**src/rtl/multicycle_control.sv**
```systemverilog
// Multicycle CPU control FSM with bounded memory-wait timeout.
// Define MULTICYCLE_JUMP_EN to add the JUMP state (opcode 000010).
module multicycle_control #(
  parameter int MEM_TIMEOUT = 15
) (
  input  logic       clk,
  input  logic       resetN,
  input  logic [5:0] opCode,
  input  logic       memReady,
  output logic       PCWrite,
  output logic       PCWriteCond,
  output logic       IorD,
  output logic       MemRead,
  output logic       MemWrite,
  output logic       IRWrite,
  output logic       MemtoReg,
  output logic       ALUSrcA,
  output logic       RegWrite,
  output logic       RegDst,
  output logic [1:0] PCSource,
  output logic [1:0] ALUOp,
  output logic [1:0] ALUSrcB,
  output logic [3:0] state,
  output logic       illegalOp,
  output logic       memTimeout
);

  typedef enum logic [3:0] {
    FETCH  = 4'd0,
    DECODE = 4'd1,
    MEMADR = 4'd2,
    MEMRD  = 4'd3,
    MEMWB  = 4'd4,
    MEMWR  = 4'd5,
    EXEC   = 4'd6,
    ALUWB  = 4'd7,
`ifdef MULTICYCLE_JUMP_EN
    BRANCH = 4'd8,
    JUMP   = 4'd9
`else
    BRANCH = 4'd8
`endif
  } state_t;

  localparam logic [5:0] OP_RTYPE = 6'b000000;
  localparam logic [5:0] OP_LW    = 6'b100011;
  localparam logic [5:0] OP_SW    = 6'b101011;
  localparam logic [5:0] OP_BEQ   = 6'b000100;
`ifdef MULTICYCLE_JUMP_EN
  localparam logic [5:0] OP_J     = 6'b000010;
`endif
  localparam logic [7:0] WAIT_LAST = 8'(MEM_TIMEOUT - 1);

  state_t     state_q;
  state_t     state_nxt;
  logic [7:0] wait_cnt;
  logic       waiting;
  logic       timeout;
  logic       illegal_nxt;

  assign waiting = (state_q == FETCH) || (state_q == MEMRD) || (state_q == MEMWR);
  // The Nth consecutive not-ready cycle aborts, unless memReady arrives in it.
  assign timeout = waiting && !memReady && (wait_cnt == WAIT_LAST);
  assign state   = state_q;

  always_comb begin
    state_nxt   = FETCH;
    illegal_nxt = 1'b0;
    case (state_q)
      FETCH:  state_nxt = memReady ? DECODE : FETCH;
      DECODE: begin
        case (opCode)
          OP_LW, OP_SW: state_nxt = MEMADR;
          OP_RTYPE:     state_nxt = EXEC;
          OP_BEQ:       state_nxt = BRANCH;
`ifdef MULTICYCLE_JUMP_EN
          OP_J:         state_nxt = JUMP;
`endif
          default: begin
            state_nxt   = FETCH;
            illegal_nxt = 1'b1;
          end
        endcase
      end
      MEMADR: begin
        if (opCode == OP_LW)      state_nxt = MEMRD;
        else if (opCode == OP_SW) state_nxt = MEMWR;
        else                      state_nxt = FETCH;
      end
      MEMRD:  state_nxt = memReady ? MEMWB : MEMRD;
      MEMWB:  state_nxt = FETCH;
      MEMWR:  state_nxt = memReady ? FETCH : MEMWR;
      EXEC:   state_nxt = ALUWB;
      ALUWB:  state_nxt = FETCH;
      BRANCH: state_nxt = FETCH;
`ifdef MULTICYCLE_JUMP_EN
      JUMP:   state_nxt = FETCH;
`endif
      default: state_nxt = FETCH;
    endcase
    if (timeout) state_nxt = FETCH;
  end

  always_ff @(posedge clk or negedge resetN) begin
    if (!resetN) begin
      state_q    <= FETCH;
      wait_cnt   <= '0;
      illegalOp  <= 1'b0;
      memTimeout <= 1'b0;
    end else begin
      state_q    <= state_nxt;
      illegalOp  <= illegal_nxt;
      memTimeout <= timeout;
      // Counter only survives a self-loop in a wait state; any entry starts at 0.
      wait_cnt   <= (waiting && (state_nxt == state_q) && !timeout) ? wait_cnt + 8'd1 : '0;
    end
  end

  // Datapath controls decode from state; held at 0 while reset is asserted.
  always_comb begin
    PCWrite     = 1'b0;
    PCWriteCond = 1'b0;
    IorD        = 1'b0;
    MemRead     = 1'b0;
    MemWrite    = 1'b0;
    IRWrite     = 1'b0;
    MemtoReg    = 1'b0;
    ALUSrcA     = 1'b0;
    RegWrite    = 1'b0;
    RegDst      = 1'b0;
    PCSource    = 2'b00;
    ALUOp       = 2'b00;
    ALUSrcB     = 2'b00;
    if (resetN) begin
      case (state_q)
        FETCH: begin
          MemRead = 1'b1;
          ALUSrcB = 2'b01;
          IRWrite = memReady;
          PCWrite = memReady;
        end
        DECODE: ALUSrcB = 2'b11;
        MEMADR: begin
          ALUSrcA = 1'b1;
          ALUSrcB = 2'b10;
        end
        MEMRD: begin
          MemRead = 1'b1;
          IorD    = 1'b1;
        end
        MEMWB: begin
          RegWrite = 1'b1;
          MemtoReg = 1'b1;
        end
        MEMWR: begin
          MemWrite = 1'b1;
          IorD     = 1'b1;
        end
        EXEC: begin
          ALUSrcA = 1'b1;
          ALUOp   = 2'b10;
        end
        ALUWB: begin
          RegWrite = 1'b1;
          RegDst   = 1'b1;
        end
        BRANCH: begin
          ALUSrcA     = 1'b1;
          ALUOp       = 2'b01;
          PCWriteCond = 1'b1;
          PCSource    = 2'b01;
        end
`ifdef MULTICYCLE_JUMP_EN
        JUMP: begin
          PCWrite  = 1'b1;
          PCSource = 2'b10;
        end
`endif
        default: ;
      endcase
    end
  end

endmodule

```
**config.mk**
```make
export PLATFORM = sky130hd
export DESIGN_NAME = multicycle_control
export DESIGN_NICKNAME = d
export VERILOG_FILES = /design/src/rtl/multicycle_control.sv
export SDC_FILE = /design/constraint.sdc
export NUM_CORES = 1
export LEC_CHECK = 0
export ABC_AREA = 1
export CAP_MARGIN = 10
export CORE_ASPECT_RATIO = 1.1
export CORE_MARGIN = 4
export CORE_UTILIZATION = 45
export CTS_BUF_LIST = sky130_fd_sc_hd__clkbuf_4 sky130_fd_sc_hd__clkbuf_8 sky130_fd_sc_hd__clkbuf_16
export CTS_CLUSTER_DIAMETER = 120
export DETAILED_ROUTE_END_ITERATION = 7
export PLACE_DENSITY = 0.81
export SLEW_MARGIN = 25
export SYNTH_ARGS = -nofsm -noshare
export SYNTH_HDL_FRONTEND = slang
export SYNTH_SLANG_ARGS = --single-unit
```
**constraint.sdc**
```tcl
create_clock -name clk -period 2 [get_ports clk]
set_clock_uncertainty 0.15 [all_clocks]
set_input_delay 0.3 -clock clk [delete_from_list [all_inputs] [get_ports clk]]
set_output_delay 0.3 -clock clk [all_outputs]
set_load 0.03 [all_outputs]
```
== After elaboration in Yosys (flattened, before gate mapping) ==
Cells that the tools add are included.

* Add/subtract/negate cells: 1
* Eq/ne operators: 13
* Mux-type cells: 35
* Reduce and logical (&&, ||, !) cells: 16

{| class="wikitable"
|+ Operator list
! operator !! number
|-
| 4-bit case mux with 6 select lines || 1
|-
| 1-bit two-way mux || 23
|-
| 4-bit by 3-bit equality test with 1-bit output (second input constant) || 4
|-
| 6-bit equality test (second input constant) || 2
|-
| 3-bit two-way mux || 4
|-
| 4-bit case mux with 3 select lines || 1
|-
| 8-bit by 1-bit adder with 8-bit output (second input constant) || 1
|-
| 4-bit by 2-bit equality test with 1-bit output (second input constant) || 2
|-
| 8-bit by 4-bit equality test with 1-bit output (second input constant) || 1
|-
| 8-bit two-way mux || 1
|-
| 2-bit OR reduction || 4
|-
| 6-bit by 3-bit equality test with 1-bit output (second input constant) || 1
|-
| 6-bit logical NOT || 1
|-
| 2-bit case mux with 3 select lines || 1
|-
| 4-bit by 1-bit equality test with 1-bit output (second input constant) || 1
|-
| 4-bit equality test || 1
|-
| 4-bit equality test (second input constant) || 1
|-
| 1-bit logical AND || 4
|-
| 4-bit logical NOT || 1
|-
| 2-bit two-way mux || 2
|-
| 4-bit two-way mux || 1
|-
| 2-bit case mux with 2 select lines || 1
|-
| 4-bit OR reduction || 1
|-
| 3-bit OR reduction || 1
|-
| other kinds (2) || 4
|}

* Register bits after elaboration: 14
* Bits of input ports: 9
* Output and inout port bits: 22
* Logic and storage cells: 69

== Depth between registers and ports, before layout ==
* Depth after elaboration: 10
* Gate-level depth with buffers: 11
* Gate-level depth less buffers: 11

== Worst setup path after synthesis ==
No wires, ideal clock.

* Path type: register to output
* Start: register state_q[3] (netlist: state[3])
* End: output PCWrite
* Arrival: 1640 ps
* Required time: 1550 ps
* Path slack: -90 ps
* Stages on the path, launching flop included: 5
* Path buffers: 1
* Path through: dfrtp_1 nor2_2 nand3_1 nor2_1 buf_4

* Longest elaborated chain between the ends: 3

{| class="wikitable"
|+ Ends and longest elaborated chain
! what !! RTL line !! text
|-
| start, declared || 54 || <nowiki>state_t state_q;</nowiki>
|-
| start signal, assigned || 111 || <nowiki>state_q <= state_nxt;</nowiki>
|-
| 4-bit logical NOT || n/a ||
|-
| 1-bit two-way mux (2 in series) || n/a ||
|-
| end, declared || 10 || <nowiki>output logic PCWrite,</nowiki>
|}

Every way passes these cells.

== Final worst setup path ==
* Start: register state_q[3] (netlist: state[3])
* End: output state[3]

{| class="wikitable"
|+ RTL lines
! what !! RTL line !! text
|-
| end, declared || 23 || <nowiki>output logic [3:0] state,</nowiki>
|}

No word-level cell between the ends.

==> impl_metrics.py <==
metrics = {
    "outcome": {
        "status": "complete, but fails checks",
        "violations": "negative hold slack",
    },
    "drt": {
        "post_drt_wl_per_cell_um": 11.45,
        "first_iter_violations": 19,
        "wirelength_um": 2302,
        "vias": 1020,
        "final_antenna_net_count": 0,
        "first_pass_iters": 4,
        "drcViolationCount": 0,
        "routed_via_density": 5.075,
    },
    "global_routing": {
        "grt_pass1_wl_um": 3567,
        "grt_usage": 0.1539,
        "grt_pass1_vias": 888,
        "antenna_found_initial": 0,
        "grt-ovfl-total": 0,
        "grt_max_degree": 10,
    },
    "synth": {
        "ys_seq_area_frac": 0.3665,
        "synth_nets": 150,
        "synth.distinct_cells": 21,
        "synthCells": 139,
        "ys_seq_elements": 14,
        "netlist_area_um2": 955.9,
        "avgSynthCellArea_um2": 6.877,
        "ys_warn_count": 0,
    },
    "floorplanning": {
        "coreArea_um2": 2021,
        "num_rows": 17,
        "die_w_um": 51.95,
        "pin_count": 31,
        "start_util": 0.4731,
        "die-area_um2": 2927,
        "die_height_um": 56.34,
    },
    "clock_tree": {
        "htreeDepth": 1,
        "cts_buffer_depth": 2,
        "cts.sinks": 14,
        "clock_latency_ps": 280,
        "cts_tree": "yes",
        "cts_buffers": 3,
        "cts_hold_buf": 0,
        "cts-root-buf": "clkbuf_4",
        "clk_pin_slew_ps": 80,
    },
    "setup_path": {
        "ff2ff_setup_slack_ps": 190,
        "cp.arrival_ps": 1500,
        "cp-end-kind": "output port",
        "slowest_delay_ps": 730,
        "path_max_fanout": 5,
        "crit_chain": "clkdlybuf4s50_1",
        "cp.required_ps": 1550,
        "start_kind": "register",
        "crit_buf_inv": 1,
        "cpMaxStageDelayCell": "clkdlybuf4s50_1",
        "crit_family": "buffers and inverters",
        "path_class": "reg2out",
    },
    "final_layout": {
        "antenna_cells": 0,
        "fin_cells": 201,
        "final_common_cell": "nor2_1",
        "final_cell_mix": "nor2_1 (34), nand2_1 (19), buf_4 (19)",
        "nets": 186,
        "drive_above_1_share": 0.2543,
        "area_growth_pct": 37.30,
    },
    "min_path": {
        "hp-class": "in2async",
    },
    "timing": {
        "fin_crit_sh": 0.9757,
        "fin_ws_ps": 48.50,
        "slew_viol_final": 0,
        "fin_crit_ps": 1951,
        "max_clock_freq_mhz": 512.4,
        "setup_viol": 0,
        "finalHoldViolations": 14,
        "holdWs_ps": -16.93,
    },
    "placed_design": {
        "dp.cells": 195,
        "routabilityCongestion": 0.8039,
        "hpwlAfterDp_um": 1799,
        "portBuffers": 29,
        "place_ws_ps": 6.347,
    },
    "power_and_ir_drop": {
        "ir_worst_vdd_v": 0.0005310,
        "powerDensity_nw_per_um2": 476.1,
        "cellLeakagePower_nw": 0.6650,
    },
    "flow_run": {
        "cap_violations": 0,
    },
}
cell usage after synthesis (all sizes together):
master	instances	area, um^2
a31oi	2	12.51
nand3	13	75.07
ha	2	25.02
conb	1	3.750
nand2	23	96.34
dfrtp	14	350.3
nor3	5	25.02
and3	1	6.260
inv	19	71.31
xnor2	2	17.52
xor2	4	35.03
a21oi	5	28.78
buf	3	22.52
nand3b	2	15.01
nor2	42	167.7
clkinv	1	3.750
report_power, final:
group          internal, mW  switching [mW]  leakage [nW]
clock network        0.0698          0.0856        0.0138
logic                0.0614          0.0981         0.465
registers             0.295          0.0149         0.187
total                 0.426           0.199         0.665
routing by layer:
layer / GRT usage / vias to the layer above / part of all wire / routed length, um
met2: 0.2657 / 38 / 0.52 / 1188
met3: 0.03183 / 6 / 0.060 / 138
met4: 0.05243 / 0 / 0.024 / 56
li1: - / 501 / - / -
met1: 0.1841 / 475 / 0.40 / 918
met5: 0 / - / 0 / 0
path summary, 6_finish.rpt:
path                             startpoint  cells past startpoint           to
worst max-delay path               state[3]                      1     state[3]
worst min-delay path                 resetN                      2  wait_cnt[4]
worst max register to register     state[3]                     10  wait_cnt[3]
worst min register to register  wait_cnt[0]                      1  wait_cnt[0]
max in group asynchronous            resetN                      2     state[0]
min in group clk                wait_cnt[0]                      1  wait_cnt[0]
cells by family (layout without fill, tap and decap cells):
group | count (synthesis) | count (layout) | synth area share
AO/OA/AOI/OAI | 7 | 7 | 0.04319
other | 1 | 1 | 0.003923
buffers and inverters | 23 | 57 | 0.1021
AND/OR/NAND/NOR | 86 | 86 | 0.4031
flip-flops | 14 | 14 | 0.3665
XOR/XNOR | 6 | 6 | 0.05497
adder cells (fa/ha/maj) | 2 | 2 | 0.02617
area by class of cell:
type	instances	area, um^2
fill	177	708.2
multi-input combinational	102	531.8
sequential	14	354.1
timing repair buffer	33	285.3
inverter	20	78.83
tap	28	35.03
clock buffer	3	22.52
timing repair inverter	1	5.005
repair_timing:
action / CTS / global route
setup buffers: 0 / 2
setup endpoints to repair: 2 / 10
cloned: 0 / 1
gates resized for setup: 2 / 8
pin swaps: 0 / 1
metrics by stage:
stage	TNS [ps]	instance area (um^2)	util	total power [mW]	hold WS [ps]
5_1_grt	-25.12	1313	0.6495	0.6685	-10.15
4_1_cts	0	1270	0.6285	0.6232	209.8
3_5_place_dp	0	1241	0.6142	0.4672	333.9
2_1_floorplan	0	960.9	-	0.4063	-145.6
6_report	0	1313	0.6495	0.6249	-16.93
3_3_place_gp	0	1241	0.6142	0.4640	324.5
flip-flops by register name, summed over array words and instances (netlist names):
register / flops
state: 4
wait_cnt: 8
illegalOp: 1
memTimeout: 1
Power figures use the tool's default switching activity.
